File: config.mk
export PLATFORM = sky130hd
export DESIGN_NAME = regfile_operand_fetch_flat
export DESIGN_NICKNAME = d
export VERILOG_FILES = /design/src/rtl/regfile_pkg.sv /design/src/rtl/regfile_operand_fetch_if.sv /design/src/rtl/rf_scoreboard.sv /design/src/rtl/regfile_operand_fetch.sv /design/src/flat_wrapper.sv
export SDC_FILE = /design/constraint.sdc
export NUM_CORES = 1
export LEC_CHECK = 0
export CAP_MARGIN = 15
export CORE_MARGIN = 2
export CORE_UTILIZATION = 25
export CTS_CLUSTER_DIAMETER = 40
export DETAILED_ROUTE_END_ITERATION = 10
export SLEW_MARGIN = 20
export SYNTH_ARGS = -nofsm -noshare
export SYNTH_HDL_FRONTEND = slang
export SYNTH_HIERARCHICAL = 1
export SYNTH_SLANG_ARGS = --single-unit
File: constraint.sdc
create_clock -name clk -period 3.7 [get_ports clk]
set_input_delay 0.37 -clock clk [delete_from_list [all_inputs] [get_ports clk]]
set_output_delay 0.37 -clock clk [all_outputs]
set_load 0.05 [all_outputs]
File: src/rtl/regfile_pkg.sv
// Shared widths, the register-zero index, the operand bundle type and the
// operand select helper used by the operand-fetch stage.
package regfile_pkg;

   localparam int DATA_W = 32;
   localparam int ADDR_W = 5;
   localparam int NREGS  = 1 << ADDR_W;
   localparam int TAG_W  = 4;

   localparam logic [ADDR_W-1:0] REG_ZERO = '0;

   typedef struct packed {
      logic [DATA_W-1:0] op1;
      logic [DATA_W-1:0] op2;
      logic [ADDR_W-1:0] rd;
      logic              rd_we;
      logic [TAG_W-1:0]  tag;
   } operand_bundle_t;

   // r0 reads zero; otherwise a same-cycle writeback beats the stale RF read.
   function automatic logic [DATA_W-1:0] sel_operand(
      input logic [ADDR_W-1:0] r,
      input logic [DATA_W-1:0] rdata,
      input logic              wb_hit,
      input logic [DATA_W-1:0] wdata
   );
      if (r == REG_ZERO)
         return '0;
      else if (wb_hit)
         return wdata;
      else
         return rdata;
   endfunction

endpackage

File: src/rtl/regfile_operand_fetch_if.sv
// Decode/RF/writeback/execute signal bundle of the operand-fetch stage.
// slave is the fetch stage itself, master is whatever surrounds it.
interface regfile_operand_fetch_if;
   import regfile_pkg::*;

   logic              in_valid;
   logic              in_ready;
   logic [ADDR_W-1:0] in_rs1;
   logic [ADDR_W-1:0] in_rs2;
   logic [ADDR_W-1:0] in_rd;
   logic              in_rd_we;
   logic [TAG_W-1:0]  in_tag;

   logic [ADDR_W-1:0] rf_raddr1;
   logic [ADDR_W-1:0] rf_raddr2;
   logic [DATA_W-1:0] rf_rdata1;
   logic [DATA_W-1:0] rf_rdata2;

   logic              wb_we;
   logic [ADDR_W-1:0] wb_waddr;
   logic [DATA_W-1:0] wb_wdata;

   logic              out_valid;
   logic              out_ready;
   logic [DATA_W-1:0] out_op1;
   logic [DATA_W-1:0] out_op2;
   logic [ADDR_W-1:0] out_rd;
   logic              out_rd_we;
   logic [TAG_W-1:0]  out_tag;

   logic [NREGS-1:0]  busy_mask;

   modport slave (
      input  in_valid, in_rs1, in_rs2, in_rd, in_rd_we, in_tag,
      input  rf_rdata1, rf_rdata2,
      input  wb_we, wb_waddr, wb_wdata,
      input  out_ready,
      output in_ready, rf_raddr1, rf_raddr2,
      output out_valid, out_op1, out_op2, out_rd, out_rd_we, out_tag,
      output busy_mask
   );

   modport master (
      output in_valid, in_rs1, in_rs2, in_rd, in_rd_we, in_tag,
      output rf_rdata1, rf_rdata2,
      output wb_we, wb_waddr, wb_wdata,
      output out_ready,
      input  in_ready, rf_raddr1, rf_raddr2,
      input  out_valid, out_op1, out_op2, out_rd, out_rd_we, out_tag,
      input  busy_mask
   );

endinterface

File: src/rtl/rf_scoreboard.sv
// Pending-write scoreboard: one busy bit per register, set on issue of a
// writing instruction, cleared by writeback, set wins on a same-index tie.
// Provides pend() lookups for three indices (rs1, rs2, rd).
// Macro RF_WB_BYPASS_EN: when defined, a same-cycle writeback hides the
// pending bit of its index so the consumer can issue with the forwarded value.
module rf_scoreboard
   import regfile_pkg::*;
(
   input  logic                   clk,
   input  logic                   rst_n,
   input  logic                   set_i,
   input  logic [ADDR_W-1:0]      set_idx_i,
   input  logic                   clr_i,
   input  logic [ADDR_W-1:0]      clr_idx_i,
   input  logic [2:0][ADDR_W-1:0] look_idx_i,
   output logic [2:0]             pend_o,
   output logic [NREGS-1:0]       busy_o
);

   logic [NREGS-1:0] busy_q, busy_d;

   // Next busy vector: clear first so a concurrent set of the same index wins.
   always_comb begin
      busy_d = busy_q;
      if (clr_i && clr_idx_i != REG_ZERO)
         busy_d[clr_idx_i] = 1'b0;
      if (set_i && set_idx_i != REG_ZERO)
         busy_d[set_idx_i] = 1'b1;
      busy_d[0] = 1'b0;
   end

   // Busy bit register, wiped by async reset.
   always_ff @(posedge clk or negedge rst_n) begin
      if (!rst_n)
         busy_q <= '0;
      else
         busy_q <= busy_d;
   end

   for (genvar k = 0; k < 3; k++) begin : g_look
      logic hit;
`ifdef RF_WB_BYPASS_EN
      assign hit = clr_i && (clr_idx_i == look_idx_i[k]) && (look_idx_i[k] != REG_ZERO);
`else
      assign hit = 1'b0;
`endif
      assign pend_o[k] = (look_idx_i[k] != REG_ZERO) && busy_q[look_idx_i[k]] && !hit;
   end

   assign busy_o = busy_q;

endmodule

File: src/rtl/regfile_operand_fetch.sv
// Operand fetch between decode and execute: drives RF read addresses,
// stalls on pending writes, forwards same-cycle writeback, and holds the
// operand bundle in a one-deep valid/ready output register.
// Macro RF_WB_BYPASS_EN enables same-cycle writeback forwarding; without it
// a source written back this cycle stalls one more cycle and reads the RF.
module regfile_operand_fetch
   import regfile_pkg::*;
(
   input  logic                          clk,
   input  logic                          rst_n,
   regfile_operand_fetch_if.slave        bus_if
);

   operand_bundle_t out_q, out_d;
   logic            out_valid_q, out_valid_d;
   logic [2:0]      pend;
   logic            hazard, accept, set_busy;
   logic            hit1, hit2;

   assign bus_if.rf_raddr1 = bus_if.in_rs1;
   assign bus_if.rf_raddr2 = bus_if.in_rs2;

`ifdef RF_WB_BYPASS_EN
   assign hit1 = bus_if.wb_we && (bus_if.wb_waddr == bus_if.in_rs1) && (bus_if.in_rs1 != REG_ZERO);
   assign hit2 = bus_if.wb_we && (bus_if.wb_waddr == bus_if.in_rs2) && (bus_if.in_rs2 != REG_ZERO);
`else
   assign hit1 = 1'b0;
   assign hit2 = 1'b0;
`endif

   rf_scoreboard u_sb (
      .clk        (clk),
      .rst_n      (rst_n),
      .set_i      (set_busy),
      .set_idx_i  (bus_if.in_rd),
      .clr_i      (bus_if.wb_we),
      .clr_idx_i  (bus_if.wb_waddr),
      .look_idx_i ({bus_if.in_rd, bus_if.in_rs2, bus_if.in_rs1}),
      .pend_o     (pend),
      .busy_o     (bus_if.busy_mask)
   );

   assign hazard          = pend[0] || pend[1] || (bus_if.in_rd_we && pend[2]);
   assign bus_if.in_ready = (!out_valid_q || bus_if.out_ready) && !hazard;
   assign accept          = bus_if.in_valid && bus_if.in_ready;
   assign set_busy        = accept && bus_if.in_rd_we;

   // Output register next state: load on accept, drop valid on bare consume.
   always_comb begin
      out_d       = out_q;
      out_valid_d = out_valid_q;
      if (accept) begin
         out_d.op1   = sel_operand(bus_if.in_rs1, bus_if.rf_rdata1, hit1, bus_if.wb_wdata);
         out_d.op2   = sel_operand(bus_if.in_rs2, bus_if.rf_rdata2, hit2, bus_if.wb_wdata);
         out_d.rd    = bus_if.in_rd;
         out_d.rd_we = bus_if.in_rd_we;
         out_d.tag   = bus_if.in_tag;
         out_valid_d = 1'b1;
      end else if (out_valid_q && bus_if.out_ready) begin
         out_valid_d = 1'b0;
      end
   end

   // Output pipeline register; reset drops any in-flight bundle.
   always_ff @(posedge clk or negedge rst_n) begin
      if (!rst_n) begin
         out_q       <= '0;
         out_valid_q <= 1'b0;
      end else begin
         out_q       <= out_d;
         out_valid_q <= out_valid_d;
      end
   end

   assign bus_if.out_valid = out_valid_q;
   assign bus_if.out_op1   = out_q.op1;
   assign bus_if.out_op2   = out_q.op2;
   assign bus_if.out_rd    = out_q.rd;
   assign bus_if.out_rd_we = out_q.rd_we;
   assign bus_if.out_tag   = out_q.tag;

endmodule

File: src/flat_wrapper.sv
// flat-port wrapper written by rule: the top's interface ports become plain ports
module regfile_operand_fetch_flat import regfile_pkg::*;
  (clk, rst_n, bus_if_in_valid, bus_if_in_rs1, bus_if_in_rs2, bus_if_in_rd, bus_if_in_rd_we, bus_if_in_tag, bus_if_rf_rdata1, bus_if_rf_rdata2, bus_if_wb_we, bus_if_wb_waddr, bus_if_wb_wdata, bus_if_out_ready, bus_if_in_ready, bus_if_rf_raddr1, bus_if_rf_raddr2, bus_if_out_valid, bus_if_out_op1, bus_if_out_op2, bus_if_out_rd, bus_if_out_rd_we, bus_if_out_tag, bus_if_busy_mask);
  regfile_operand_fetch_if bus_if_i ();
  input  logic clk;
  input  logic rst_n;
  input wire logic [$bits(bus_if_i.in_valid)-1:0] bus_if_in_valid;
  input wire logic [$bits(bus_if_i.in_rs1)-1:0] bus_if_in_rs1;
  input wire logic [$bits(bus_if_i.in_rs2)-1:0] bus_if_in_rs2;
  input wire logic [$bits(bus_if_i.in_rd)-1:0] bus_if_in_rd;
  input wire logic [$bits(bus_if_i.in_rd_we)-1:0] bus_if_in_rd_we;
  input wire logic [$bits(bus_if_i.in_tag)-1:0] bus_if_in_tag;
  input wire logic [$bits(bus_if_i.rf_rdata1)-1:0] bus_if_rf_rdata1;
  input wire logic [$bits(bus_if_i.rf_rdata2)-1:0] bus_if_rf_rdata2;
  input wire logic [$bits(bus_if_i.wb_we)-1:0] bus_if_wb_we;
  input wire logic [$bits(bus_if_i.wb_waddr)-1:0] bus_if_wb_waddr;
  input wire logic [$bits(bus_if_i.wb_wdata)-1:0] bus_if_wb_wdata;
  input wire logic [$bits(bus_if_i.out_ready)-1:0] bus_if_out_ready;
  output wire logic [$bits(bus_if_i.in_ready)-1:0] bus_if_in_ready;
  output wire logic [$bits(bus_if_i.rf_raddr1)-1:0] bus_if_rf_raddr1;
  output wire logic [$bits(bus_if_i.rf_raddr2)-1:0] bus_if_rf_raddr2;
  output wire logic [$bits(bus_if_i.out_valid)-1:0] bus_if_out_valid;
  output wire logic [$bits(bus_if_i.out_op1)-1:0] bus_if_out_op1;
  output wire logic [$bits(bus_if_i.out_op2)-1:0] bus_if_out_op2;
  output wire logic [$bits(bus_if_i.out_rd)-1:0] bus_if_out_rd;
  output wire logic [$bits(bus_if_i.out_rd_we)-1:0] bus_if_out_rd_we;
  output wire logic [$bits(bus_if_i.out_tag)-1:0] bus_if_out_tag;
  output wire logic [$bits(bus_if_i.busy_mask)-1:0] bus_if_busy_mask;
  assign bus_if_i.in_valid = bus_if_in_valid;
  assign bus_if_i.in_rs1 = bus_if_in_rs1;
  assign bus_if_i.in_rs2 = bus_if_in_rs2;
  assign bus_if_i.in_rd = bus_if_in_rd;
  assign bus_if_i.in_rd_we = bus_if_in_rd_we;
  assign bus_if_i.in_tag = bus_if_in_tag;
  assign bus_if_i.rf_rdata1 = bus_if_rf_rdata1;
  assign bus_if_i.rf_rdata2 = bus_if_rf_rdata2;
  assign bus_if_i.wb_we = bus_if_wb_we;
  assign bus_if_i.wb_waddr = bus_if_wb_waddr;
  assign bus_if_i.wb_wdata = bus_if_wb_wdata;
  assign bus_if_i.out_ready = bus_if_out_ready;
  assign bus_if_in_ready = bus_if_i.in_ready;
  assign bus_if_rf_raddr1 = bus_if_i.rf_raddr1;
  assign bus_if_rf_raddr2 = bus_if_i.rf_raddr2;
  assign bus_if_out_valid = bus_if_i.out_valid;
  assign bus_if_out_op1 = bus_if_i.out_op1;
  assign bus_if_out_op2 = bus_if_i.out_op2;
  assign bus_if_out_rd = bus_if_i.out_rd;
  assign bus_if_out_rd_we = bus_if_i.out_rd_we;
  assign bus_if_out_tag = bus_if_i.out_tag;
  assign bus_if_busy_mask = bus_if_i.busy_mask;
  regfile_operand_fetch u_core (.clk(clk), .rst_n(rst_n), .bus_if(bus_if_i));
endmodule
**Word level (Yosys, flattened, before mapping)**

Index checks and enable logic that the tools add are counted.

- Register bits after elaboration: 106
- Input port bits: 126
- Output and inout bits: 118
- Word-level logic and storage cells: 56

- Magnitude comparators: 6
- Mux-type cells: 16
- Bitwise gates (word level): 3
- Reductions and logical operators: 24

Operator list:

| operator | count |
|---|---|
| 2-to-1 mux 32 bit | 4 |
| bitwise AND 32 bit | 1 |
| inverter 32 bit | 1 |
| OR 32 bit | 1 |
| less-than comparator 5 x 6 -> 1 bit (second input constant) | 4 |
| nonzero test 5 bit | 4 |
| binary-select mux 1 bit (select 5 bit) | 3 |
| logical AND 1 bit | 12 |
| demux 1 bit (select 5 bit) | 2 |
| >= comparator 5 x 1 -> 1 bit (second input constant) | 2 |
| zero test 5 bit | 2 |
| 2-to-1 mux 1 bit | 7 |
| logical OR 1 bit | 3 |
| zero test 1 bit | 2 |
| nonzero test 2 bit | 1 |

**Logic depth before layout (Yosys ltp)**

Gate-level depths: netlist of run 1.

- Word-level depth: 11
- Mapped depth: 13
- Gate-level depth less buffers: 10

**Modules after synthesis**

Netlist of run 1, hierarchy kept.

Modules (own cells, without submodules):

| module | instances | cells each | area an instance (µm²) | sequential area each (µm²) |
|---|---|---|---|---|
| regfile_operand_fetch | 1 | 272 | 3388.2 | 1876.8 |
| rf_scoreboard | 1 | 204 | 2155.8 | 775.7 |

**Worst setup path before layout of run 1**

No wires, ideal clock.

- Path kind: input-to-reg
- Start: input bus_if_in_rd[0]
- End: register u_core.u_sb.busy_q[12] (netlist: u_core/u_sb/busy_o[12])
- Library setup time: 95 ps
- Arrival: 3233 ps
- Required time: 3605 ps
- Slack: 371 ps
- Cell stages on the path: 13
- Buffers on the path: 3
- Cell sequence: buf_2 mux4_2 and3b_1 o21ai_0 nand4_1 nand2_2 buf_6 buf_6 and3_1 and3_1 nor2b_1 nand3_1 o31ai_1

- Cells in the longest elaborated chain, start to end: 11
- Elaborated cells between the ends (all ways): 18
- Classes of those cells: order compare: 2; mux: 5; bitwise: 1; reduce/logical: 10

RTL lines:

| item | line | source |
|---|---|---|
| start, declared | flat_wrapper.sv:10 | `input wire logic [$bits(bus_if_i.in_rd)-1:0] bus_if_in_rd;` |
| binary-select mux 1 bit (select 5 bit) | rf_scoreboard.sv:47 | `assign pend_o[k] = (look_idx_i[k] != REG_ZERO) && busy_q[look_idx_i[k]] && !hit;` |
| 2-to-1 mux 1 bit (implied by the code) | rf_scoreboard.sv:47 |  |
| logical AND 1 bit (*) | rf_scoreboard.sv:47 |  |
| net u_core.pend[2] | regfile_operand_fetch.sv:16 | `logic [2:0] pend;` |
| logical AND 1 bit (*) | regfile_operand_fetch.sv:43 | `assign hazard = pend[0] \|\| pend[1] \|\| (bus_if.in_rd_we && pend[2]);` |
| logical OR 1 bit (*) | regfile_operand_fetch.sv:43 |  |
| zero test 1 bit (*) | regfile_operand_fetch.sv:44 | `assign bus_if.in_ready = (!out_valid_q \|\| bus_if.out_ready) && !hazard;` |
| logical AND 1 bit (*) | regfile_operand_fetch.sv:44 |  |
| net bus_if_in_ready | flat_wrapper.sv:19 | `output wire logic [$bits(bus_if_i.in_ready)-1:0] bus_if_in_ready;` |
| logical AND 1 bit (*) | regfile_operand_fetch.sv:45 | `assign accept = bus_if.in_valid && bus_if.in_ready;` |
| logical AND 1 bit (*) | regfile_operand_fetch.sv:46 | `assign set_busy = accept && bus_if.in_rd_we;` |
| net u_core.set_busy | regfile_operand_fetch.sv:17 | `logic hazard, accept, set_busy;` |
| logical AND 1 bit (*) | rf_scoreboard.sv:27 | `if (set_i && set_idx_i != REG_ZERO)` |
| 2-to-1 mux 32 bit (*) | rf_scoreboard.sv:27 |  |
| net u_core.u_sb.busy_d[12] | rf_scoreboard.sv:20 | `logic [NREGS-1:0] busy_q, busy_d;` |
| end signal, assigned | rf_scoreboard.sv:37 | `busy_q <= busy_d;` |
| end, declared | rf_scoreboard.sv:20 |  |

Mark *: on every way through the listed nets, which the timed path passes. The rest lies on a longest branch. The select of a mux whose other input is x is not followed.
A chain may end at the register's enable or synchronous reset.

**Final worst setup path of run 1**

- Start: input bus_if_in_rs2[0]
- End: register u_core.u_sb.busy_q[12] (netlist: u_core/u_sb/busy_o[12])

- Cells in the longest elaborated chain, start to end: 11
- Elaborated cells between the ends (all ways): 12
- Classes of those cells: mux: 3; reduce/logical: 9

RTL lines:

| item | line | source |
|---|---|---|
| start, declared | flat_wrapper.sv:9 | `input wire logic [$bits(bus_if_i.in_rs2)-1:0] bus_if_in_rs2;` |
| binary-select mux 1 bit (select 5 bit) | rf_scoreboard.sv:47 |  |
| 2-to-1 mux 1 bit (implied by the code) | rf_scoreboard.sv:47 |  |
| logical AND 1 bit (*) | rf_scoreboard.sv:47 |  |
| net u_core.pend[1] | regfile_operand_fetch.sv:16 |  |
| logical OR 1 bit (*) (2 in series) | regfile_operand_fetch.sv:43 |  |
| zero test 1 bit (*) | regfile_operand_fetch.sv:44 |  |
| logical AND 1 bit (*) | regfile_operand_fetch.sv:44 |  |
| logical AND 1 bit (*) | regfile_operand_fetch.sv:45 |  |
| logical AND 1 bit (*) | regfile_operand_fetch.sv:46 |  |
| net u_core.set_busy | regfile_operand_fetch.sv:17 |  |
| logical AND 1 bit (*) | rf_scoreboard.sv:27 |  |
| 2-to-1 mux 32 bit (*) | rf_scoreboard.sv:27 |  |
| net u_core.u_sb.busy_d[12] | rf_scoreboard.sv:20 |  |

Marks and branches as above.

==> impl_metrics.yaml, run 1 <==
run_status:
  status: "finished, final reports clean"
timing:
  slew_viol_final: 0
  rsz0062_at_grt: "no"
  skew_ns: 0.01016
  hold_viol_final: 0
  hold_slack_ns: 0.01844
  setup_ws_ns: 0.4606
  post-route-period-util_pct: 87.55
  max_clock_freq_mhz: 308.7
  setup_tns_ns: 0
  relSlewSlack_pct: 56.43
  setup_violations: 0
  post-route-min-period_ns: 3.239
  tightest_slew_ns: 0.6535
synthesis:
  synth_seq_cells: 106
  synthCells: 476
  async_flop_share_pct: 100.0
  synth_edf_count: 0
  synth-main-ff-cell: "dfrtp_1"
  avgSynthCellArea_um2: 11.65
  yosysUniqueCellTypes: 43
  synth_top_area_share_pct: 47.84
  synthTopCellsByArea: "dfrtp_1, a32o_1, and3_1"
  syn_nets: 602
  synth_area_um2: 5544
  synth_top_area_cell: "dfrtp_1"
  ys_top_cells_by_count: "dfrtp_1, and3_1, a32o_1"
  synth.most_common_cell: "dfrtp_1"
  ys_warn_count: 6
  synth_seq_area_share_pct: 47.84
critical_path:
  cp.arrival_ns: 3.51
  crit_cells: 11
  critical_path_class: "input pin to register"
  critPathLaunchType: "input pin"
  cpLargestDelayFamily: "simple AND/OR/NAND/NOR gates"
  crit_path_cell_trace: "clkdlybuf4s50_1 > buf_12 > mux4_1 > mux2_2 > a311o_1 > nor2_2 > and3_1 > and3_1 > nor2b_1 > nand3_1 > o31ai_1"
  crit_top_cell: "and3_1"
  cpMaxStageDelayCell: "mux4_1"
  worstSetupEndpointType: "register"
  critPathRequiredTime_ns: 3.97
  r2r_end: "u_core/u_sb/busy_o[12]$_DFF_PN0_"
  reg2regPathDepth: 9
  crit_path_start: "bus_if_in_rs2[0]"
  cp_max_fo: 12
  cp.buffers_inverters: 2
  crit_path_max_incr_delay_ns: 0.58
  reg2reg_slack_ns: 0.74
  crit_end: "u_core/u_sb/busy_o[12]$_DFF_PN0_"
  reg2reg_from: "u_core/u_sb/busy_o[29]$_DFF_PN0_"
job:
  drv_cap: 0
cells_and_area:
  syn_to_final_growth_pct: 47.78
  final_area_um2: 8193
  diodes: 0
  drive_above_1_share_pct: 11.59
  finalNetCount: 794
route:
  drt_first_pass_iters: 5
  post-route-drc-count: 0
  antenna_left: 0
  wl_per_cell_um: 19.94
  dr.first_iter.drc_count: 408
  vias_per_cell: 5.267
  vias: 5019
  wirelength_mm: 19.01
power:
  ir_drop_uv: 353.0
  p_int_w: 0.003115
  p_per_area_nw_per_um2: 705.6
  netSwitchingFraction_pct: 46.11
  sequentialPowerShare_pct: 30.6
  pwr-share-comb_pct: 53.2
  pwr-share-clk_pct: 16.2
  p_switching_w: 0.002666
  leakage_nw: 3.394
die:
  num_io_pins: 244
  die-area_um2: 23380
  design.core.area_um2: 21820
  die_y_um: 152.9
  rows: 54
  start_util_pct: 25.40
  fp.dieW_um: 152.9
global_routing:
  grt_max_degree: 65
  gr-total-overflow: 0
  first_global_vias: 4922
  antenna_found_initial: 0
  grt_use_total_pct: 16.21
  grt_first_pass_wirelength_mm: 29.95
clock_tree:
  cts_hold_buf: 0
  cts_htree_levels: 3
  cts-resized-gates: 0
  postCtsSetupBuffers: 0
  ctsRootBufferMaster: "clkbuf_16"
  cts_inserted_buffers: 9
  cts.sinks: 106
  cts_tree: "done"
  clk_pin_slew_ns: 0.08
  cts_buffer_depth: 2
  clkLatencyLatePin_ns: 0.35
place:
  pre_cts_ws_ns: 0.1322
  hpwlAfterDp_mm: 12.94
  gp_congestion: 0.8666
  placed_cell_area_um2: 7913
  port_buffers: 210
min_path:
  hold_path_class: "input pin to async pin"
-- state kept, by name, summed over array words and instances, names as in the netlist --
name / cells
u_core/bus_if.out_op1: 32
u_core/bus_if.out_op2: 32
u_core/bus_if.out_rd: 5
u_core/bus_if.out_rd_we: 1
u_core/bus_if.out_tag: 4
u_core/bus_if.out_valid: 1
u_core/u_sb/busy_o: 31
-- cell families after synthesis --
kind of cell | synth area share (%)
AOI/OAI and AO/OA | 18.98
buffers and inverters | 5.936
DFF | 47.84
muxes | 12.64
other | 0.06764
and+or+nand+nor | 14.53
-- layout by cell type, fill, tap and decap left out, types with 7 or more instances in the layout --
cell type        netlist  layout
clkdlybuf4s50_1        0     207
dfrtp_1              106     106
and3_1                67      67
a32o_1                64      64
o21ai_0               61      61
buf_4                 12      22
mux4_2                15      15
nand2_1               13      13
mux2_2                12      12
nor2_1                11      11
clkbuf_16              0       9
nand3_1                8       8
mux2i_1                7       7
-- metrics by stage --
stage,total power (W),std cells,utilization (%)
after floorplan,0.003726,476,-
after global routing,0.006059,953,37.54
after global placement,0.004869,937,36.26
after detailed placement,0.004882,937,36.26
final,0.005781,953,37.54
after CTS,0.005845,953,37.54
-- area by class of cell --
class / count / area, um^2
Tap cell: 280 / 350.3
Clock inverter: 6 / 51.30
Clock buffer: 10 / 229.0
Multi-Input combinational cell: 315 / 2564
Sequential cell: 106 / 2653
Timing Repair Buffer: 235 / 2342
Fill cell: 2185 / 13630
Inverter: 1 / 3.754
-- worst reg2reg max path: cells and delay by family (launching register included) --
family / cells / cell delay, ns
simple gates: 5 / 1.00
mux: 2 / 0.83
compound gates: 2 / 0.61
flops: 1 / 0.44
-- power groups by stage --
stage,sequential (W),clock [W],combinational (W)
3_5_place_dp,0.00179,0,0.00309
6_report,0.00177,0.000938,0.00308
3_3_place_gp,0.00178,0,0.00309
5_1_grt,0.00182,0.00103,0.00321
4_1_cts,0.00177,0.000976,0.00310
2_1_floorplan,0.00304,0,0.000686
-- layer usage --
metal	global-route usage (%)	part of all wire [%]	wire (um)	vias up
li1	-	-	-	2251
met1	22.82	44	8320	2533
met2	25.20	48	9188	218
met3	3.572	6.8	1289	17
met4	4.586	1.1	206	0
met5	0	0	0	-
-- how the worst min path moves through the flow --
stage	startpoint	end	slack [ns]	cells after the start
floorplan	rst_n	u_core/bus_if.out_op1[0]$_DFFE_PN0P_	0.07	0
global placement	rst_n	u_core/u_sb/busy_o[16]$_DFF_PN0_	0.44	1
detailed placement	rst_n	u_core/u_sb/busy_o[19]$_DFF_PN0_	0.44	1
CTS	rst_n	u_core/u_sb/busy_o[19]$_DFF_PN0_	0.05	1
global route	rst_n	u_core/u_sb/busy_o[17]$_DFF_PN0_	0.07	1
finish	rst_n	u_core/u_sb/busy_o[19]$_DFF_PN0_	0.02	1
Note: power is estimated with default switching activity, not from simulation.
==> run 2, diff against run 1 <==
- CORE_UTILIZATION: 25 -> 46
- PLACE_DENSITY: not set -> 0.87
- clock period: 3.7 -> 3.8 ns (I/O delays scaled with it)
==> run 2 against run 1 <==
Compared with the run above: count of clock-buffer cells in the layout grew 1; final cell count shrank 15%; critical path depth rose by 1; largest cell class unchanged; highest routed layer unchanged.
==> impl_metrics.yaml, run 2 (same netlist as run 1, synthesis figures left out) <==
clock_tree:
  clk_pin_slew_ns: 0.07
  postCtsSetupBuffers: 0
  cts_inserted_buffers: 9
  cts_htree_levels: 3
  cts_tree: "done"
  cts_hold_buf: 0
  ctsRootBufferMaster: "clkbuf_16"
  cts_buffer_depth: 2
  cts.sinks: 106
  clkLatencyLatePin_ns: 0.34
  cts-resized-gates: 0
die:
  fp.dieW_um: 113.8
  die_y_um: 113.8
  die-area_um2: 12950
  design.core.area_um2: 11910
  start_util_pct: 46.54
  rows: 40
  num_io_pins: 244
timing:
  post-route-period-util_pct: 89.91
  setup_violations: 0
  relSlewSlack_pct: 34.41
  tightest_slew_ns: 0.9839
  max_clock_freq_mhz: 292.7
  rsz0062_at_grt: "no"
  skew_ns: 0.008446
  slew_viol_final: 0
  setup_tns_ns: 0
  hold_slack_ns: 0.2050
  hold_viol_final: 0
  post-route-min-period_ns: 3.417
global_routing:
  first_global_vias: 5171
  antenna_found_initial: 0
  grt_max_degree: 80
  grt_use_total_pct: 26.88
  grt_first_pass_wirelength_mm: 27.57
  gr-total-overflow: 0
power:
  leakage_nw: 3.331
  netSwitchingFraction_pct: 45.97
  p_per_area_nw_per_um2: 710.3
  ir_drop_uv: 380.5
  p_switching_w: 0.002581
  pwr-share-comb_pct: 53.0
  p_int_w: 0.003033
  pwr-share-clk_pct: 15.9
  sequentialPowerShare_pct: 31.1
critical_path:
  cpMaxStageDelayCell: "clkdlybuf4s50_1"
  cp.buffers_inverters: 2
  critPathLaunchType: "input pin"
  critPathRequiredTime_ns: 4.05
  worstSetupEndpointType: "register"
  cp_max_fo: 7
  cpLargestDelayFamily: "simple AND/OR/NAND/NOR gates"
  critical_path_class: "input pin to register"
  crit_path_cell_trace: "clkdlybuf4s50_1 > buf_4 > mux4_1 > nand3_1 > o211ai_1 > a311o_1 > nor2_2 > and3_1 > and3_1 > nor2b_1 > nand3_1 > o31ai_1"
  crit_path_max_incr_delay_ns: 0.67
  cp.arrival_ns: 3.66
job:
  drv_cap: 0
route:
  antenna_left: 0
  vias: 5240
  wirelength_mm: 17.78
  vias_per_cell: 6.493
  dr.first_iter.drc_count: 748
  wl_per_cell_um: 22.04
  post-route-drc-count: 0
  drt_first_pass_iters: 5
place:
  hpwlAfterDp_mm: 12.08
  placed_cell_area_um2: 7616
  gp_congestion: 0.9197
  port_buffers: 210
cells_and_area:
  layout_commonest_cell: "clkdlybuf4s50_1"
  syn_to_final_growth_pct: 42.54
  layout_common_cells: "clkdlybuf4s50_1, dfrtp_1, and3_1"
  diodes: 0
  finalNetCount: 781
  fill_cells: 903
  multi_input_area_um2: 2569
  register_area_um2: 2653
  final_area_um2: 7903
  drive_above_1_share_pct: 10.00
run_status:
  status: "finished, final reports clean"
min_path:
  hold_path_class: "input pin to async pin"
-- run 2: area by class of cell --
class | count | share of cell area [%]
Multi-Input combinational cell | 315 | 32.50
Tap cell | 147 | 2.327
Clock inverter | 5 | 0.4908
Clock buffer | 11 | 3.072
Inverter | 1 | 0.04750
Sequential cell | 106 | 33.57
Timing Repair Buffer | 222 | 27.99
-- run 2: stage by stage --
step                utilization, %  power (W)  worst slack [ns]  instances
floorplan                        -   0.003628            0.4612        476
finish                       66.34   0.005614            0.3833        807
detailed placement           63.94   0.004729            0.1386        791
CTS                          66.30   0.005623            0.4531        807
global route                 66.34   0.005818            0.2226        807
global placement             63.94   0.004650            0.2013        791
-- run 2: routing by layer --
| metal | vias up | track usage, % | part of all wire [%] |
|---|---|---|---|
| met2 | 370 | 44.67 | 50 |
| met4 | 0 | 10.41 | 2.6 |
| met1 | 2589 | 35.19 | 39 |
| met5 | - | 0 | 0 |
| met3 | 57 | 5.101 | 8.9 |
| li1 | 2224 | - | - |
-- run 2: final timing paths --
check / from / end / slack [ns] / cells past startpoint
min reg2reg: u_core/bus_if.out_op1[29]$_DFFE_PN0P_ / u_core/bus_if.out_op1[29]$_DFFE_PN0P_ / 0.49 / 1
min: rst_n / u_core/u_sb/busy_o[21]$_DFF_PN0_ / 0.21 / 1
min in group clk: u_core/bus_if.out_op1[29]$_DFFE_PN0P_ / u_core/bus_if.out_op1[29]$_DFFE_PN0P_ / 0.49 / 1
max: bus_if_in_rs2[0] / u_core/u_sb/busy_o[12]$_DFF_PN0_ / 0.38 / 12
max reg2reg: u_core/u_sb/busy_o[30]$_DFF_PN0_ / u_core/u_sb/busy_o[12]$_DFF_PN0_ / 0.74 / 9
max in group asynchronous: rst_n / u_core/bus_if.out_valid$_DFFE_PN0P_ / 2.65 / 2
-- run 2: power by group through the flow --
stage | clock (W) | sequential [W] | combinational [W]
after floorplan | 0 | 0.00296 | 0.000668
after global placement | 0 | 0.00173 | 0.00292
after detailed placement | 0 | 0.00176 | 0.00297
after CTS | 0.000905 | 0.00174 | 0.00298
after global routing | 0.000949 | 0.00179 | 0.00308
final | 0.000891 | 0.00175 | 0.00298
-- run 2: worst register-to-register path, cell delays in order (launching register included) --
cell and delay, ns:
dfrtp_1 0.46, mux4_1 0.53, mux2_2 0.28, a311o_1 0.35, nor2_2 0.15, and3_1 0.19
and3_1 0.22, nor2b_1 0.29, nand3_1 0.19, o31ai_1 0.31
